[src/rtl/bram1be_arb2.sv]
// Two-port round-robin arbiter in front of one byte-enable BRAM port.
// Each requester gets an in-order 4-entry response FIFO guarded by issue credits.
module bram1be_arb2 #(
  parameter int ADDR_WIDTH = 1,
  parameter int DATA_WIDTH = 8,
  parameter int WE_WIDTH   = 1,
  parameter int PIPELINED  = 0
) (
  input  logic                  CLK,
  input  logic                  RST,
  input  logic                  A_REQ_VALID,
  input  logic                  B_REQ_VALID,
  output logic                  A_REQ_READY,
  output logic                  B_REQ_READY,
  input  logic [WE_WIDTH-1:0]   A_REQ_WE,
  input  logic [WE_WIDTH-1:0]   B_REQ_WE,
  input  logic [ADDR_WIDTH-1:0] A_REQ_ADDR,
  input  logic [ADDR_WIDTH-1:0] B_REQ_ADDR,
  input  logic [DATA_WIDTH-1:0] A_REQ_DI,
  input  logic [DATA_WIDTH-1:0] B_REQ_DI,
  output logic                  A_RSP_VALID,
  output logic                  B_RSP_VALID,
  input  logic                  A_RSP_READY,
  input  logic                  B_RSP_READY,
  output logic [DATA_WIDTH-1:0] A_RSP_DO,
  output logic [DATA_WIDTH-1:0] B_RSP_DO,
  output logic                  BRAM_EN,
  output logic [WE_WIDTH-1:0]   BRAM_WE,
  output logic [ADDR_WIDTH-1:0] BRAM_ADDR,
  output logic [DATA_WIDTH-1:0] BRAM_DI,
  input  logic [DATA_WIDTH-1:0] BRAM_DO
);

  localparam int L     = (PIPELINED != 0) ? 2 : 1;
  localparam int DEPTH = 4;

  typedef enum logic {PORT_A = 1'b0, PORT_B = 1'b1} port_e;

  logic [1:0]            req_vld, rsp_rdy, elig, cand, gnt, push, pop;
  logic                  issue, cap_vld, cap_port;
  port_e                 last_q, last_d;
  logic [L-1:0]          sr_vld_q, sr_port_q;
  logic [2:0]            cnt_q    [2];
  logic [2:0]            cnt_d    [2];
  logic [1:0]            wr_ptr_q [2];
  logic [1:0]            wr_ptr_d [2];
  logic [1:0]            rd_ptr_q [2];
  logic [1:0]            rd_ptr_d [2];
  logic [1:0]            infl     [2];
  logic [DATA_WIDTH-1:0] mem_q    [2][DEPTH];

  assign req_vld = {B_REQ_VALID, A_REQ_VALID};
  assign rsp_rdy = {B_RSP_READY, A_RSP_READY};

  // A port may issue only if its FIFO can absorb every response already owed to it.
  always_comb begin
    // NOTE: every combinational output gets a default first so no path infers a latch.
    elig = '0;
    for (int p = 0; p < 2; p++) begin
      infl[p] = '0;
      for (int i = 0; i < L; i++) begin
        if (sr_vld_q[i] && (sr_port_q[i] == 1'(p))) infl[p] = infl[p] + 2'd1;
      end
      elig[p] = ({1'b0, cnt_q[p]} + {2'b00, infl[p]}) < 4'd4;
    end
  end

  assign cand = req_vld & elig;

  always_comb begin
    gnt = 2'b00;
    if (!RST) begin
      case (cand)
        2'b01:   gnt = 2'b01;
        2'b10:   gnt = 2'b10;
        2'b11:   gnt = (last_q == PORT_B) ? 2'b01 : 2'b10;
        default: gnt = 2'b00;
      endcase
    end
  end

  assign issue       = |gnt;
  assign A_REQ_READY = gnt[0];
  assign B_REQ_READY = gnt[1];

  assign BRAM_EN   = issue;
  assign BRAM_WE   = gnt[0] ? A_REQ_WE : (gnt[1] ? B_REQ_WE : '0);
  assign BRAM_ADDR = gnt[1] ? B_REQ_ADDR : A_REQ_ADDR;
  assign BRAM_DI   = gnt[1] ? B_REQ_DI   : A_REQ_DI;

  // The oldest in-flight slot lines up with BRAM_DO for that request.
  assign cap_vld  = sr_vld_q[L-1];
  assign cap_port = sr_port_q[L-1];

  always_comb begin
    for (int p = 0; p < 2; p++) begin
      push[p]     = cap_vld && (cap_port == 1'(p));
      pop[p]      = (cnt_q[p] != 3'd0) && rsp_rdy[p];
      wr_ptr_d[p] = wr_ptr_q[p] + 2'(push[p]);
      rd_ptr_d[p] = rd_ptr_q[p] + 2'(pop[p]);
      cnt_d[p]    = cnt_q[p] + 3'(push[p]) - 3'(pop[p]);
    end
    last_d = issue ? port_e'(gnt[1]) : last_q;
  end

  // NOTE: sequential state uses non-blocking assignments so every register samples pre-edge values.
  always_ff @(posedge CLK) begin
    if (RST) begin
      sr_vld_q <= '0;
      last_q   <= PORT_B;
      for (int p = 0; p < 2; p++) begin
        cnt_q[p]    <= '0;
        wr_ptr_q[p] <= '0;
        rd_ptr_q[p] <= '0;
      end
    end else begin
      sr_vld_q[0] <= issue;
      for (int i = 1; i < L; i++) sr_vld_q[i] <= sr_vld_q[i-1];
      last_q <= last_d;
      for (int p = 0; p < 2; p++) begin
        cnt_q[p]    <= cnt_d[p];
        wr_ptr_q[p] <= wr_ptr_d[p];
        rd_ptr_q[p] <= rd_ptr_d[p];
      end
    end
  end

  // NOTE: payload storage is not reset; the valid bits and counters alone decide what is live.
  always_ff @(posedge CLK) begin
    sr_port_q[0] <= gnt[1];
    for (int i = 1; i < L; i++) sr_port_q[i] <= sr_port_q[i-1];
    for (int p = 0; p < 2; p++) begin
      if (push[p]) mem_q[p][wr_ptr_q[p]] <= BRAM_DO;
    end
  end

  assign A_RSP_VALID = cnt_q[0] != 3'd0;
  assign B_RSP_VALID = cnt_q[1] != 3'd0;
  assign A_RSP_DO    = mem_q[0][rd_ptr_q[0]];
  assign B_RSP_DO    = mem_q[1][rd_ptr_q[1]];

endmodule

[config.mk]
export PLATFORM = sky130hd
export DESIGN_NAME = bram1be_arb2
export DESIGN_NICKNAME = d
export VERILOG_FILES = /design/src/rtl/bram1be_arb2.sv
export SDC_FILE = /design/constraint.sdc
export NUM_CORES = 1
export LEC_CHECK = 0
export ABC_AREA = 1
export CAP_MARGIN = 20
export CORE_ASPECT_RATIO = 1.75
export CORE_MARGIN = 2
export CORE_UTILIZATION = 40
export CTS_BUF_LIST = sky130_fd_sc_hd__clkbuf_4 sky130_fd_sc_hd__clkbuf_8
export CTS_CLUSTER_DIAMETER = 50
export DETAILED_ROUTE_END_ITERATION = 10
export PLACE_DENSITY = 0.73
export SYNTH_ARGS = -nofsm -noshare
export SYNTH_HDL_FRONTEND = slang
export SYNTH_SLANG_ARGS = --single-unit
[constraint.sdc]
create_clock -name CLK -period 1.9 [get_ports CLK]
set_input_delay 0.285 -clock CLK [delete_from_list [all_inputs] [get_ports CLK]]
set_output_delay 0.285 -clock CLK [all_outputs]
set_load 0.05 [all_outputs]
==> flow_metrics.py <==
metrics = {
    "placed_design": {
        "detailed_place.area_mm2": 0.00449,
        "port_buffers": 64,
        "place_congestion": 0.747,
        "dp_hpwl_mm": 5.34,
    },
    "clock_network": {
        "htreeDepth": 3,
        "cts_made_buffers": 9,
        "cts_hold_buf": 0,
        "numClockSinks": 81,
        "cts_max_path_buffers": 2,
        "clk-insertion-delay-late_ps": 340,
        "root_buffer": "clkbuf_8",
        "clkTransAtPathRegs_ps": 80,
        "cts_tree": "done",
    },
    "die": {
        "initial_utilization_pct": 40.9,
        "core_mm2": 0.00861,
        "io_pins": 65,
        "placementRows": 45,
        "die_h_um": 128,
        "die_w_um": 75.0,
        "die_area_mm2": 0.00961,
    },
    "synth": {
        "syn_nets": 354,
        "synth_cell_types": 28,
        "yosys_register_bits": 81,
        "netlist_instances": 308,
        "yosysWarnings": 0,
        "synth_largest_area_cell": "edfxtp_1",
        "synth_area_leaders": "edfxtp_1 54%, dfxtp_1 9.6%, nor2_1 5.1%",
        "synth_area_per_cell_um2": 11.5,
        "synth_area_mm2": 0.00353,
        "ys_seq_area_share_pct": 64.1,
        "synth_top_area_share_pct": 54.5,
    },
    "worst_setup_path": {
        "reg2regPathDepth": 10,
        "rrSetupSlack_ps": -30,
        "crit_path_max_fanout": 6,
        "startpoint_type": "flip-flop",
        "required_ps": 1620,
        "cp-end-kind": "output pin",
        "r2r_start": "cnt_q[0][4]$_SDFF_PP0_",
        "r2r_end": "cnt_q[0][4]$_SDFF_PP0_",
        "crit_type": "flip-flop to output pin",
        "crit_arrival_ps": 1820,
    },
    "routing": {
        "vias": 2613,
        "post_drt_via_cell_ratio": 5.00,
        "dr.pass1.iters": 5,
        "drcViolationCount": 0,
        "wl_per_cell_um": 15.1,
        "dr.first_iter.drc_count": 133,
        "wl_mm": 7.92,
        "postRouteAntennaNets": 0,
    },
    "finish": {
        "fillers": 701,
        "fin_area_mm2": 0.00498,
        "drive_above_1_share_pct": 37.7,
        "nets": 447,
        "multi_input_area_mm2": 0.00126,
        "regArea_mm2": 0.00229,
        "n_antenna_cell": 0,
        "area_growth_syn_to_layout_pct": 41.1,
    },
    "min_path": {
        "hold_start": "last_q$_SDFFE_PP1P_",
        "worst_hold_path.endpoint": "last_q$_SDFFE_PP1P_",
        "min_path_type": "flip-flop to flip-flop",
        "hold_depth": 2,
    },
    "sta": {
        "period_share_pct": 111,
        "final.setup.worst_slack_ps": -208,
        "whs_ps": 559,
        "worstMarginPinSlew_ps": 375,
        "maxSlewHeadroom_pct": 75.0,
        "finClkSkew_ps": 10.1,
        "slew_violations": 0,
        "finalHoldViolCount": 0,
        "period_minus_slack_ps": 2110,
        "fin_tns_setup_ps": -2190,
        "setup_viol": 15,
        "max_freq_ghz": 0.474,
        "rsz0062_at_grt": "yes",
    },
    "grt": {
        "grt_usage_pct": 17.2,
        "antenna_found_initial": 0,
        "grt_pass1_vias": 2590,
        "grt_pass1_wl_mm": 12.2,
        "grt_max_degree": 19,
        "overflow": 0,
    },
    "flow_run": {
        "drv_cap": 0,
    },
    "outcome": {
        "violations": "negative setup slack",
        "status": "finished with violations",
    },
    "power_and_ir_drop": {
        "finalPower_uw": 6530,
        "power_density_mw_per_mm2": 1310,
        "power.leakage_uw": 0.00188,
        "vdd_drop_max_mv": 0.478,
    },
}
## kinds of logic (layout without fill, tap and decap cells)
kind of cell             after synthesis  after routing  share of synthesized area, %
AND/OR/NAND/NOR                      110            111                          15.8
adder cells (fa/ha/maj)               12             12                          4.68
flip-flops                            81             81                          64.1
AO/OA/AOI/OAI                         51             51                          7.88
buffers and inverters                 48            145                          5.99
XOR/XNOR                               6              6                          1.49
## cell usage after synthesis (all sizes together)
cell type	instances
a21oi	2
and2	2
buf	3
clkbuf	7
clkinv	1
dfxtp	17
edfxtp	64
fa	2
ha	10
inv	37
nand2	25
nand3	15
nand4	7
nor2	52
nor3	9
o211ai	1
o21ai	32
o22ai	16
xnor2	4
xor2	2
## per-stage QoR
stage / worst slack, ps / instances / utilization, %
3_3_place_gp: -125 / 499 / 52.1
6_report: -208 / 523 / 57.8
4_1_cts: -227 / 519 / 56.0
5_1_grt: -324 / 523 / 57.8
2_1_floorplan: -57.0 / 308 / -
3_5_place_dp: -150 / 499 / 52.1
## layout by cell type (no fill, tap or decap), types with 5 or more instances in the layout
cell type / Yosys / final
o22ai_1: 16 / 11
nand2_2: 2 / 14
clkbuf_4: 0 / 6
nor2_1: 48 / 46
buf_4: 1 / 35
dfxtp_2: 0 / 8
edfxtp_1: 64 / 64
dfxtp_1: 17 / 5
clkbuf_8: 0 / 10
o22ai_2: 0 / 5
clkdlybuf4s50_1: 0 / 33
inv_2: 3 / 10
o21ai_0: 32 / 31
buf_12: 1 / 6
buf_8: 1 / 9
nand4_1: 5 / 5
ha_1: 10 / 6
nand2_1: 23 / 10
buf_6: 0 / 5
nand3_2: 12 / 12
inv_1: 34 / 23
nor3_1: 9 / 8
## state kept, by name, indices dropped and copies added, names as in the netlist
name / count
rd_ptr_q: 4
cnt_q: 6
mem_q: 64
cap_port: 1
wr_ptr_q: 4
cap_vld: 1
last_q: 1
## worst max path at each step
| stage | from | endpoint |
|---|---|---|
| 2_1_floorplan | cnt_q[0][2]$_SDFF_PP0_ | cnt_q[0][2]$_SDFF_PP0_ |
| 3_3_place_gp | A_RSP_READY | cnt_q[0][2]$_SDFF_PP0_ |
| 3_5_place_dp | A_RSP_READY | cnt_q[0][2]$_SDFF_PP0_ |
| 4_1_cts | cnt_q[0][4]$_SDFF_PP0_ | BRAM_DI[5] |
| 5_1_grt | cnt_q[0][2]$_SDFF_PP0_ | BRAM_DI[3] |
| 6_report | cnt_q[0][4]$_SDFF_PP0_ | BRAM_DI[6] |
## layer usage
layer  up-vias  global-route usage [%]  wire length (µm)
met5         -                       0                 0
met4         0                    7.04               128
met3         9                    4.17               340
met2        84                    31.6              4740
met1      1268                    17.8              2710
li1       1252                       -                 -
## power by group
part	internal [µW]	total, µW	switching, µW	leakage (µW)
combinational	1170	3140	1970	0.00106
clock	601	1130	533	0.0000995
sequential	2090	2260	162	0.000724
## what timing repair did
| action | CTS | global route |
|---|---|---|
| pin swaps | 17 | 11 |
| cloned | 0 | 4 |
| resized for setup | 38 | 38 |
| setup endpoints to repair | 14 | 33 |
| buffers inserted | 4 | 1 |
## layout make-up
class / instances / area share, %
repair inverters: 2 / 0.302
inverters: 38 / 3.17
multi-input cells: 180 / 25.3
clock buffers: 16 / 3.67
repair buffers: 89 / 18.7
flip-flops and latches: 81 / 46.0
well taps: 117 / 2.94
## critical path, stage by stage, from the launching register on
cell and delay, ps:
dfxtp_4 360, ha_4 150, inv_2 40, nor2_2 30, nor2_2 120, nand3_2 110
nor2_4 200, buf_6 170, nand3_2 80, nand2_2 80, buf_8 140
(Power assumes the default switching activity.)
